===== src/rtl/uart_tx_fifo.sv =====
// uart_tx_fifo: buffered 8N1 UART transmitter with a byte FIFO and fixed-divider baud timing.
module uart_tx_fifo #(
    parameter int BAUD_DIV   = 868,
    parameter int FIFO_DEPTH = 16
) (
    input  logic                              clk_i,
    input  logic                              rst_i,
    input  logic                              wr_i,
    input  logic [7:0]                        wdata_i,
    output logic                              full_o,
    output logic [$clog2(FIFO_DEPTH+1)-1:0]   count_o,
    output logic                              busy_o,
    output logic                              ovf_o,
    output logic                              tx_o
);
    localparam int AW = $clog2(FIFO_DEPTH);
    localparam int CW = $clog2(FIFO_DEPTH + 1);
    localparam logic [CW-1:0] FULL = CW'(FIFO_DEPTH);
    localparam logic [15:0] LOAD = 16'(BAUD_DIV - 1);

    typedef enum logic [1:0] {IDLE, START, DATA, STOP} state_t;

    state_t        state;
    logic [15:0]   baud;
    logic [2:0]    bit_idx;
    logic [7:0]    shift;
    logic [AW-1:0] wr_ptr, rd_ptr;
    logic [7:0]    mem [FIFO_DEPTH];
    logic          push, pop, tick, line;
    logic [CW-1:0] count_next;

    assign tick = baud == 16'd0;
    assign push = wr_i && !full_o;
    assign pop  = count_o != '0 && (state == IDLE || (state == STOP && tick));

    always_comb begin
        count_next = count_o + CW'(push) - CW'(pop);
        line = state == START ? 1'b0 : state == DATA ? shift[bit_idx] : 1'b1;
    end

    always_ff @(posedge clk_i)
        if (push) mem[wr_ptr] <= wdata_i;

    // tx_o and busy_o are registered copies of the current state, one cycle behind it
    always_ff @(posedge clk_i) begin
        if (rst_i) begin
            wr_ptr  <= '0;
            rd_ptr  <= '0;
            count_o <= '0;
            full_o  <= 1'b0;
            ovf_o   <= 1'b0;
            state   <= IDLE;
            baud    <= '0;
            bit_idx <= '0;
            shift   <= '0;
            tx_o    <= 1'b1;
            busy_o  <= 1'b0;
        end else begin
            if (push) wr_ptr <= wr_ptr + 1'b1;
            if (pop) begin
                rd_ptr <= rd_ptr + 1'b1;
                shift  <= mem[rd_ptr];
            end
            count_o <= count_next;
            full_o  <= count_next == FULL;
            ovf_o   <= ovf_o | (wr_i && full_o);
            tx_o    <= line;
            busy_o  <= state != IDLE;
            case (state)
                IDLE: if (pop) begin
                    state <= START;
                    baud  <= LOAD;
                end
                START: if (tick) begin
                    state   <= DATA;
                    bit_idx <= '0;
                    baud    <= LOAD;
                end else baud <= baud - 16'd1;
                DATA: if (tick) begin
                    bit_idx <= bit_idx + 3'd1;
                    baud    <= LOAD;
                    if (bit_idx == 3'd7) state <= STOP;
                end else baud <= baud - 16'd1;
                STOP: if (tick) begin
                    state <= pop ? START : IDLE;
                    baud  <= LOAD;
                end else baud <= baud - 16'd1;
            endcase
        end
    end
endmodule


===== config.mk =====
export PLATFORM = sky130hd
export DESIGN_NAME = uart_tx_fifo
export DESIGN_NICKNAME = d
export VERILOG_FILES = /design/src/rtl/uart_tx_fifo.sv
export SDC_FILE = /design/constraint.sdc
export NUM_CORES = 1
export LEC_CHECK = 0
export CAP_MARGIN = 20
export CELL_PAD_IN_SITES_DETAIL_PLACEMENT = 0
export CELL_PAD_IN_SITES_GLOBAL_PLACEMENT = 1
export CORE_UTILIZATION = 50
export DETAILED_ROUTE_END_ITERATION = 10
export PLACE_DENSITY = 0.84
export SYNTH_ARGS = -nofsm -noshare
export SYNTH_HDL_FRONTEND = slang
export SYNTH_SLANG_ARGS = --single-unit
export TNS_END_PERCENT = 20

===== constraint.sdc =====
create_clock -name clk_i -period 6.17 [get_ports clk_i]
set_input_delay 0.9255 -clock clk_i [delete_from_list [all_inputs] [get_ports clk_i]]
set_output_delay 0.9255 -clock clk_i [all_outputs]
set_load 0.01 [all_outputs]

==> results.md, run 1 <==
- R2R setup slack: 2.18 ns
- Mapped Cells: 465
- Later-pin clock latency in the skew report: 0.42 ns
- Cell internal pwr: 2.48 mW
- Sequential power share: 40.5%
- Critical path capture point type: register
- P_sw: 1.11 mW
- Port-buffer cells: 19
- Core area: 14,000 um2
- Cell Chain, Critical Path: inv_1 > ha_1 > or4b_4 > or2_4 > o31ai_4 > xor2_1 > ha_1 > fa_1 > a21oi_1 > nor2_1 > or3_1 > a21oi_1 > and4_1
- First-pass GRT wire length: 21,600 um
- Clock sink total: 174
- Async SR Flop Fraction: 0%
- Worst r2r dst: full_o$_SDFF_PP0_
- Logic gate share of total power: 30.7%
- Maximum VDD drop: 0.410 mV
- CP max stage delay: 0.74 ns
- GPL Wtd Cong: 0.739
- GRT Residual Overflow: 0
- Hold Crit Depth: 1
- Yosys warns: 0
- Mapped Avg Cell Area: 15.6 um2
- Initial antenna violation count: 0
- WP data required: 6.53 ns
- R2R depth: 13
- P_leak: 2.71 nW
- Max-Cap Viols: 0
- Clock power share: 28.7%
- Setup_tns: 0 ns
- Num CTS Buffers: 17
- Die width: 123 um
- Library cells used by synthesis: 46
- Synth top area share: 52.9%
- Post-route ant nets: 0
- Hold_buf cts: 0
- Post-Syn Nets: 495
- Area grow syn2layout: 12.8%
- Tot GR Track Use: 20.0%
- Outcome: finished clean
- Cell Pwr Density: 439 nW/um2
- Initial Util: 51.8%
- Die area: 15,000 um2
- Site Rows: 43
- Post-CTS setup buffer count: 0
- Total iterations of the first detailed-routing run: 5
- Critical-path maximum fanout: 15
- Sw Share: 31.0%
- Longest Clk Path Bufs: 2
- Routed vias/inst: 5.91
- Top_reg_cell synth: edfxtp_1
- Post-Route Utilization: 58.4%
- Final Hold Viols: 0
- Share of cells above drive strength 1: 18.1%
- Number of global-route vias before repair: 4,018
- Number of synthesized flops with an enable pin: 128
- Worst Path Class, Setup: register to register
- Largest net degree at the start of global routing: 51
- Ant diodes: 0
- Most common cell in the synthesized netlist: edfxtp_1
- WL per Instance: 19.8 um
- DRC: 0
- Clk slew on worst S/H paths: 0.06 ns
- Max-slew violations: 0
- Nets: 516
- Hold path startpoint: baud[10]$_SDFFE_PP0P_
- Worst Path Arrival: 4.36 ns
- Via Count: 3,997
- Worst min path class: register to register
- Worst slew pin tran: 0.909 ns
- Synthesized cell area: 7270 um2
- Die height: 123 um
- Post-synth top cells: edfxtp_1, nor2_1, dfxtp_1
- Final Setup Violations: 0
- Hold Path Sink: baud[10]$_SDFFE_PP0P_
- Cell taking the most area after synthesis: edfxtp_1
- Worst setup SP type: register
- H-tree levels: 4
- Max-slew headroom: 39.2%
- Clock root cell: clkbuf_16
- Clock skew: 0.00725 ns
- R2R Path Start: baud[0]$_SDFFE_PP0P_
- Final Cycle Share: 64.7%
- Overall routed net length: 13,400 um
- RSZ-0062 raised after global routing: no
- CTS tree: yes
- Synth top area cells: edfxtp_1, mux4_2, dfxtp_1
- Max Fclk: 250 MHz
- # IOs: 20
- Starting DRT DRC Count: 417
- Post-cts resize count: 0
- DP Wirelength: 8840 um
- Min Tclk post-route: 3.99 ns
- Post-synthesis sequential area ratio: 65.5%
- Yosys reg bits: 174
- CP max stage cell: o31ai_4
==> per-stage QoR <==
step	hold slack, ns	power [mW]	instance area, um2	instances	setup WS, ns
2_1_floorplan	0.450	2.31	7270	465	2.73
3_5_place_dp	0.477	2.59	7640	647	2.19
4_1_cts	0.492	3.63	8200	676	2.16
5_1_grt	0.503	3.78	8200	676	1.92
3_3_place_gp	0.451	2.54	7640	647	2.34
6_report	0.489	3.60	8200	676	2.18
==> per-layer routing <==
metal / global-route usage (%) / up-vias / wire, um
met5: 0 / - / 0
met4: 7.93 / 0 / 214
met3: 5.07 / 17 / 717
met2: 33.1 / 117 / 6750
met1: 25.2 / 2012 / 5700
li1: - / 1851 / -
==> area by class of cell <==
cell class | count | area, um2
clock buffers | 17 | 425
repair buffers | 27 | 250
inverters | 13 | 48.8
multi-input cells | 253 | 2350
clock inverters | 12 | 139
fillers | 1055 | 5840
flip-flops and latches | 174 | 4770
well taps | 180 | 225
==> cells in the final DEF, fill, tap and decap left out, types with 10 or more instances in the layout <==
cell,Yosys,routed
a21oi_1,25,25
clkbuf_16,0,17
clkdlybuf4s50_1,0,19
dfxtp_1,46,45
edfxtp_1,128,128
ha_1,18,18
inv_1,13,13
mux2i_1,11,11
mux4_2,42,42
nand2_1,10,10
nand2b_1,11,11
nor2_1,47,47
nor3_1,10,10
==> kinds of logic after synthesis <==
kind of cell,count (synthesis),synth area share [%]
AO/OA/AOI/OAI,64,5.80
flip-flops,174,65.5
buffers and inverters,38,2.15
XOR/XNOR,8,0.964
multiplexers,54,14.7
AND/OR/NAND/NOR,108,7.49
adder cells (fa/ha/maj),19,3.37
==> critical path: cells and delay by family, from the launching register on <==
kind / cells / cell delay (ns)
simple gates: 5 / 1.42
buf+inv: 1 / 0.08
compound gates: 3 / 1.08
fa+ha+maj: 3 / 0.89
flops: 1 / 0.33
xor+xnor: 1 / 0.14
==> how the worst max path moves through the flow <==
stage                     slack (ns)  cells after the start                 start           endpoint
after floorplan                 2.73                     14  baud[0]$_SDFFE_PP0P_  full_o$_SDFF_PP0_
after global placement          2.34                     13  baud[0]$_SDFFE_PP0P_  full_o$_SDFF_PP0_
after detailed placement        2.19                     13  baud[0]$_SDFFE_PP0P_  full_o$_SDFF_PP0_
after CTS                       2.16                     13  baud[0]$_SDFFE_PP0P_  full_o$_SDFF_PP0_
after global routing            1.92                     13  baud[0]$_SDFFE_PP0P_  full_o$_SDFF_PP0_
final                           2.18                     13  baud[0]$_SDFFE_PP0P_  full_o$_SDFF_PP0_
==> power by group through the flow <==
stage / Clock [mW] / Combinational [mW] / Sequential (mW)
finish: 1.03 / 1.11 / 1.46
floorplan: 0 / 0.861 / 1.45
detailed placement: 0 / 1.11 / 1.48
global placement: 0 / 1.07 / 1.48
global route: 1.09 / 1.22 / 1.47
CTS: 1.05 / 1.12 / 1.46
==> flip-flops by register name (all words and copies together) (netlist names) <==
register and flops:
ovf_o 1, full_o 1, wr_ptr 4, busy_o 1, tx_o 1, mem 128
shift 8, state 2, baud 16, count_o 5, bit_idx 3, rd_ptr 4
(Power assumes the default switching activity.)
==> run 2: changes to the inputs <==
--- a/config.mk
+++ b/config.mk
@@ -8,9 +8,9 @@
 export CAP_MARGIN = 20
 export CELL_PAD_IN_SITES_DETAIL_PLACEMENT = 0
 export CELL_PAD_IN_SITES_GLOBAL_PLACEMENT = 1
-export CORE_UTILIZATION = 50
+export CORE_UTILIZATION = 47
 export DETAILED_ROUTE_END_ITERATION = 10
-export PLACE_DENSITY = 0.84
+export PLACE_DENSITY = 0.83
 export SYNTH_ARGS = -nofsm -noshare
 export SYNTH_HDL_FRONTEND = slang
 export SYNTH_SLANG_ARGS = --single-unit
==> constraint.sdc (replaced) <==
create_clock -name clk_i -period 3.4 [get_ports clk_i]
set_input_delay 0.51 -clock clk_i [delete_from_list [all_inputs] [get_ports clk_i]]
set_output_delay 0.51 -clock clk_i [all_outputs]
set_load 0.01 [all_outputs]
==> run 2 against run 1 <==
Clock power up 71%. Total power up 82%. Utilization down 3.3 points. Combinational power up 92%. Cell count up 3.8%. Wire length up 3.4%. Final area up 1.8%. Maximum frequency up 23%. Largest cell class unchanged. Sequential power up 82%. Critical path depth unchanged.
==> results.md, run 2 (synthesis gave the netlist of run 1 again) <==
- Maximum VDD drop: 0.456 mV
- Clock skew: 0.00888 ns
- Overall routed net length: 13,800 um
- Largest net degree at the start of global routing: 36
- CP most frequent cell: a21oi_2
- Hold_buf cts: 0
- Worst min path class: register to register
- Clock root cell: clkbuf_16
- Later-pin clock latency in the skew report: 0.42 ns
- Nets: 534
- CP max stage delay: 0.50 ns
- Total iterations of the first detailed-routing run: 5
- # IOs: 20
- Site Rows: 45
- Register Area: 4770 um2
- Worst Path Class, Setup: register to register
- CP max stage cell: or4b_4
- WP data required: 3.77 ns
- Num CTS Buffers: 17
- GPL Wtd Cong: 0.767
- Tot GR Track Use: 19.0%
- Min Tclk post-route: 3.25 ns
- Design Area, Final: 8350 um2
- Via Count: 4,073
- Cell Chain, Critical Path: inv_2 > ha_4 > or4b_4 > or2_4 > o31ai_4 > xor2_1 > ha_2 > fa_2 > a21oi_2 > nor2_1 > or3_1 > a21oi_2 > and4_1
- Max-slew headroom: 43.4%
- Worst slew pin tran: 0.846 ns
- Final Cycle Share: 95.6%
- Die width: 126 um
- Worst Path Arrival: 3.62 ns
- Die height: 126 um
- Worst setup SP type: register
- WL per Instance: 19.7 um
- Worst hold margin: 0.481 ns
- Longest Clk Path Bufs: 2
- H-tree levels: 4
- Final Setup Violations: 0
- Clk slew on worst S/H paths: 0.06 ns
- Max-slew violations: 0
- Final Hold Viols: 0
- Placed standard-cell area: 7780 um2
- Ant diodes: 0
- Clock sink total: 174
- Initial antenna violation count: 0
- Max Fclk: 308 MHz
- P_leak: 2.77 nW
- Starting DRT DRC Count: 353
- Area of the multi-input gates: 2370 um2
- CTS tree: yes
- DRC: 0
- Setup_tns: 0 ns
- Number of fillers in the final layout: 1,176
- Die area: 16,000 um2
- Routed vias/inst: 5.80
- Number of global-route vias before repair: 4,236
- Max-Cap Viols: 0
- Critical path capture point type: register
- Share of cells above drive strength 1: 21.8%
- Regs by FF count: mem x128, baud x16, shift x8
- Max FFs per register: 128
- Initial Util: 48.0%
- Most common cell after layout, fill and taps aside: edfxtp_1
- Most frequent cells in the layout: edfxtp_1, nor2_1, dfxtp_1, mux4_2, buf_4
- First-pass GRT wire length: 22,400 um
- Area grow syn2layout: 14.8%
- DP Wirelength: 9230 um
- Critical-path maximum fanout: 5
- Top reg by flops: mem
- Cell Pwr Density: 783 nW/um2
- GRT Residual Overflow: 0
- Port-buffer cells: 19
- Core area: 15,100 um2
- Post-route ant nets: 0
- Outcome: finished clean
run 2: path summary, 6_finish.rpt:
check,end,cells after the start,slack [ns],start
worst min register to register,ovf_o$_SDFF_PP0_,2,0.48,ovf_o$_SDFF_PP0_
worst max register to register,full_o$_SDFF_PP0_,13,0.15,baud[0]$_SDFFE_PP0P_
worst max-delay path,full_o$_SDFF_PP0_,13,0.15,baud[0]$_SDFFE_PP0P_
worst min-delay path,ovf_o$_SDFF_PP0_,2,0.48,ovf_o$_SDFF_PP0_
run 2: where the power goes:
| group | internal (mW) | switching, mW |
|---|---|---|
| clock | 0.989 | 0.767 |
| combinational | 1.04 | 1.09 |
| sequential | 2.48 | 0.174 |
run 2: routing by layer:
layer	vias up	track usage [%]	part of all wire, %
li1	1884	-	-
met1	2059	23.8	42
met2	117	31.8	52
met3	13	5.36	5.8
met4	0	6.17	0.98
met5	-	0	0
run 2: critical path: cells and delay by family (launching register included):
family / cells / cell delay (ns)
AND/OR/NAND/NOR: 5 / 1.40
adder cells (fa/ha/maj): 3 / 0.71
AO/OA/AOI/OAI: 3 / 0.57
flip-flops: 1 / 0.34
XOR/XNOR: 1 / 0.12
buffers and inverters: 1 / 0.09
run 2: layout make-up:
class,instances,share of cell area (%)
inverter,13,0.585
timing repair buffer,45,4.77
multi-input combinational,253,28.4
clock inverter,11,1.15
sequential,174,57.1
tap,188,2.82
clock buffer,18,5.14
run 2: stage by stage:
stage / util (%) / setup slack [ns] / cells / power, mW
after floorplan: - / 0.00895 / 465 / 4.20
after global placement: 51.4 / 0.0850 / 671 / 4.67
after detailed placement: 51.4 / -0.0554 / 671 / 4.75
after CTS: 55.1 / 0.0240 / 702 / 6.58
after global routing: 55.1 / -0.00507 / 702 / 6.89
final: 55.1 / 0.150 / 702 / 6.54
run 2: what timing repair did:
action                                  in CTS  in global routing
buffers inserted                             2                  0
pin swaps                                    1                  1
endpoints found under the setup margin       1                  1
gates resized for setup                      5                  3
==> run 3: changes to the inputs <==
--- a/config.mk
+++ b/config.mk
@@ -8,9 +8,9 @@
 export CAP_MARGIN = 20
 export CELL_PAD_IN_SITES_DETAIL_PLACEMENT = 0
 export CELL_PAD_IN_SITES_GLOBAL_PLACEMENT = 1
-export CORE_UTILIZATION = 47
+export CORE_UTILIZATION = 45
 export DETAILED_ROUTE_END_ITERATION = 10
-export PLACE_DENSITY = 0.83
+export PLACE_DENSITY = 0.8
 export SYNTH_ARGS = -nofsm -noshare
 export SYNTH_HDL_FRONTEND = slang
 export SYNTH_SLANG_ARGS = --single-unit
==> constraint.sdc (replaced) <==
create_clock -name clk_i -period 3.4 [get_ports clk_i]
set_input_delay 1.02 -clock clk_i [delete_from_list [all_inputs] [get_ports clk_i]]
set_output_delay 1.02 -clock clk_i [all_outputs]
set_load 0.01 [all_outputs]
==> run 3 against run 2 <==
Global-route usage shrank 0.84 points. Total power rose by 3.2%. Clock power grew 14%. Die area is 4.4% higher. Clock-buffer cell count decreased by 1. Final area up 1.5%. Utilization down 1.6 points. Largest cell class unchanged. Largest power group unchanged.
==> results.md, run 3 (synthesis gave the netlist of run 1 again) <==
- Die area: 16,700 um2
- Number of global-route vias before repair: 4,092
- Die width: 129 um
- Final Hold Viols: 0
- DRC: 0
- Largest net degree at the start of global routing: 51
- Tot Pwr: 6.75 mW
- Starting DRT DRC Count: 378
- R2R setup slack: 0.14 ns
- GPL Wtd Cong: 0.758
- Most common cell after layout, fill and taps aside: edfxtp_1
- Post-route ant nets: 0
- Max-slew violations: 0
- Worst r2r dst: full_o$_SDFF_PP0_
- Hold Crit Depth: 2
- Worst Path Class, Setup: register to register
- # IOs: 20
- Hold_buf cts: 0
- Worst Path Arrival: 3.63 ns
- Worst slew pin tran: 0.658 ns
- GRT Residual Overflow: 0
- Total iterations of the first detailed-routing run: 5
- Hold path startpoint: ovf_o$_SDFF_PP0_
- Max-slew headroom: 56.1%
- Tot GR Track Use: 18.1%
- Site Rows: 46
- Critical path capture point type: register
- WL per Instance: 18.7 um
- WP data required: 3.77 ns
- Later-pin clock latency in the skew report: 0.44 ns
- Outcome: finished clean
- R2R Path Start: baud[1]$_SDFFE_PP0P_
- Most frequent cells in the layout: edfxtp_1, nor2_1, dfxtp_1, mux4_2, buf_4
- Via Count: 4,041
- Design Area, Final: 8470 um2
- Initial antenna violation count: 0
- Worst hold margin: 0.472 ns
- Top reg by flops: mem
- CTS tree: yes
- P_leak: 2.84 nW
- Routed vias/inst: 5.49
- Max Fclk: 307 MHz
- Initial Util: 45.9%
- Worst setup SP type: register
- Hold Path Sink: ovf_o$_SDFF_PP0_
- Clock sink total: 174
- Max FFs per register: 128
- Overall routed net length: 13,700 um
- Cell Chain, Critical Path: inv_1 > ha_1 > or4b_4 > or2_4 > o31ai_4 > xor2_1 > ha_2 > fa_2 > a21oi_1 > nor2_1 > or3_1 > a21oi_2 > and4_1
- Clock skew: 0.0103 ns
- Nets: 538
- Die height: 129 um
- Worst min path class: register to register
- Max-Cap Viols: 0
- First-pass GRT wire length: 22,000 um
- CP max stage cell: or4b_4
- Maximum VDD drop: 0.524 mV
- Ant diodes: 0
- Port-buffer cells: 19
- Clock root cell: clkbuf_16
- Placed standard-cell area: 7850 um2
- Longest Clk Path Bufs: 2
- Num CTS Buffers: 17
- Final Setup Violations: 0
- Min Tclk post-route: 3.26 ns
- Final Cycle Share: 95.8%
- R2R depth: 13
- Critical-path maximum fanout: 5
- Regs by FF count: mem x128, baud x16, shift x8
- CP max stage delay: 0.50 ns
- Core area: 15,800 um2
- Area grow syn2layout: 16.6%
- Clk slew on worst S/H paths: 0.07 ns
- Share of cells above drive strength 1: 22.3%
- H-tree levels: 4
- Cell Pwr Density: 796 nW/um2
- DP Wirelength: 9040 um
-- run 3: how the worst max path moves through the flow --
stage,from,endpoint,cells past startpoint
after floorplan,baud[0]$_SDFFE_PP0P_,full_o$_SDFF_PP0_,14
after global placement,wr_i,full_o$_SDFF_PP0_,10
after detailed placement,wr_i,full_o$_SDFF_PP0_,10
after CTS,baud[1]$_SDFFE_PP0P_,full_o$_SDFF_PP0_,13
after global routing,baud[1]$_SDFFE_PP0P_,full_o$_SDFF_PP0_,13
final,baud[1]$_SDFFE_PP0P_,full_o$_SDFF_PP0_,13
-- run 3: what timing repair did --
action                     4_1_cts  5_1_grt
resized for setup                0        3
setup endpoints to repair        0        1
hold endpoints to repair         0        0
setup buffers                    0        2
-- run 3: cell type report --
cell class / count / area (um2)
repair buffers: 49 / 428
inverters: 13 / 48.8
fillers: 1266 / 7350
flip-flops and latches: 174 / 4770
clock inverters: 14 / 178
well taps: 216 / 270
clock buffers: 17 / 425
multi-input cells: 253 / 2360
-- run 3: critical path, delay by kind of cell (launching register included) --
kind | cells | cell delay (ns)
simple gates | 5 | 1.37
fa+ha+maj | 3 | 0.72
compound gates | 3 | 0.57
flops | 1 | 0.31
xor+xnor | 1 | 0.13
buf+inv | 1 | 0.09
-- run 3: metrics by stage --
stage | setup TNS (ns) | util, % | instances | setup slack [ns]
global placement | 0 | 49.6 | 703 | 0.0333
detailed placement | 0 | 49.6 | 703 | 0.00741
finish | 0 | 53.5 | 736 | 0.142
global route | -0.0162 | 53.5 | 736 | -0.0162
CTS | 0 | 53.4 | 734 | 0.104
floorplan | 0 | - | 465 | 0.00895
-- run 3: power by group --
part / leakage, nW / switching [mW] / internal [mW]
registers: 1.53 / 0.152 / 2.48
clock network: 0.290 / 0.833 / 1.16
logic: 1.02 / 1.08 / 1.03
total: 2.84 / 2.07 / 4.68
-- run 3: per-layer routing --
| layer | up-vias | part of all wire, % | GRT usage, % | wire length (um) |
|---|---|---|---|---|
| li1 | 1893 | - | - | - |
| met1 | 2048 | 43 | 23.0 | 5960 |
| met2 | 85 | 52 | 30.4 | 7090 |
| met3 | 15 | 3.7 | 4.34 | 510 |
| met4 | 0 | 1.3 | 6.64 | 185 |
| met5 | - | 0 | 0 | 0 |
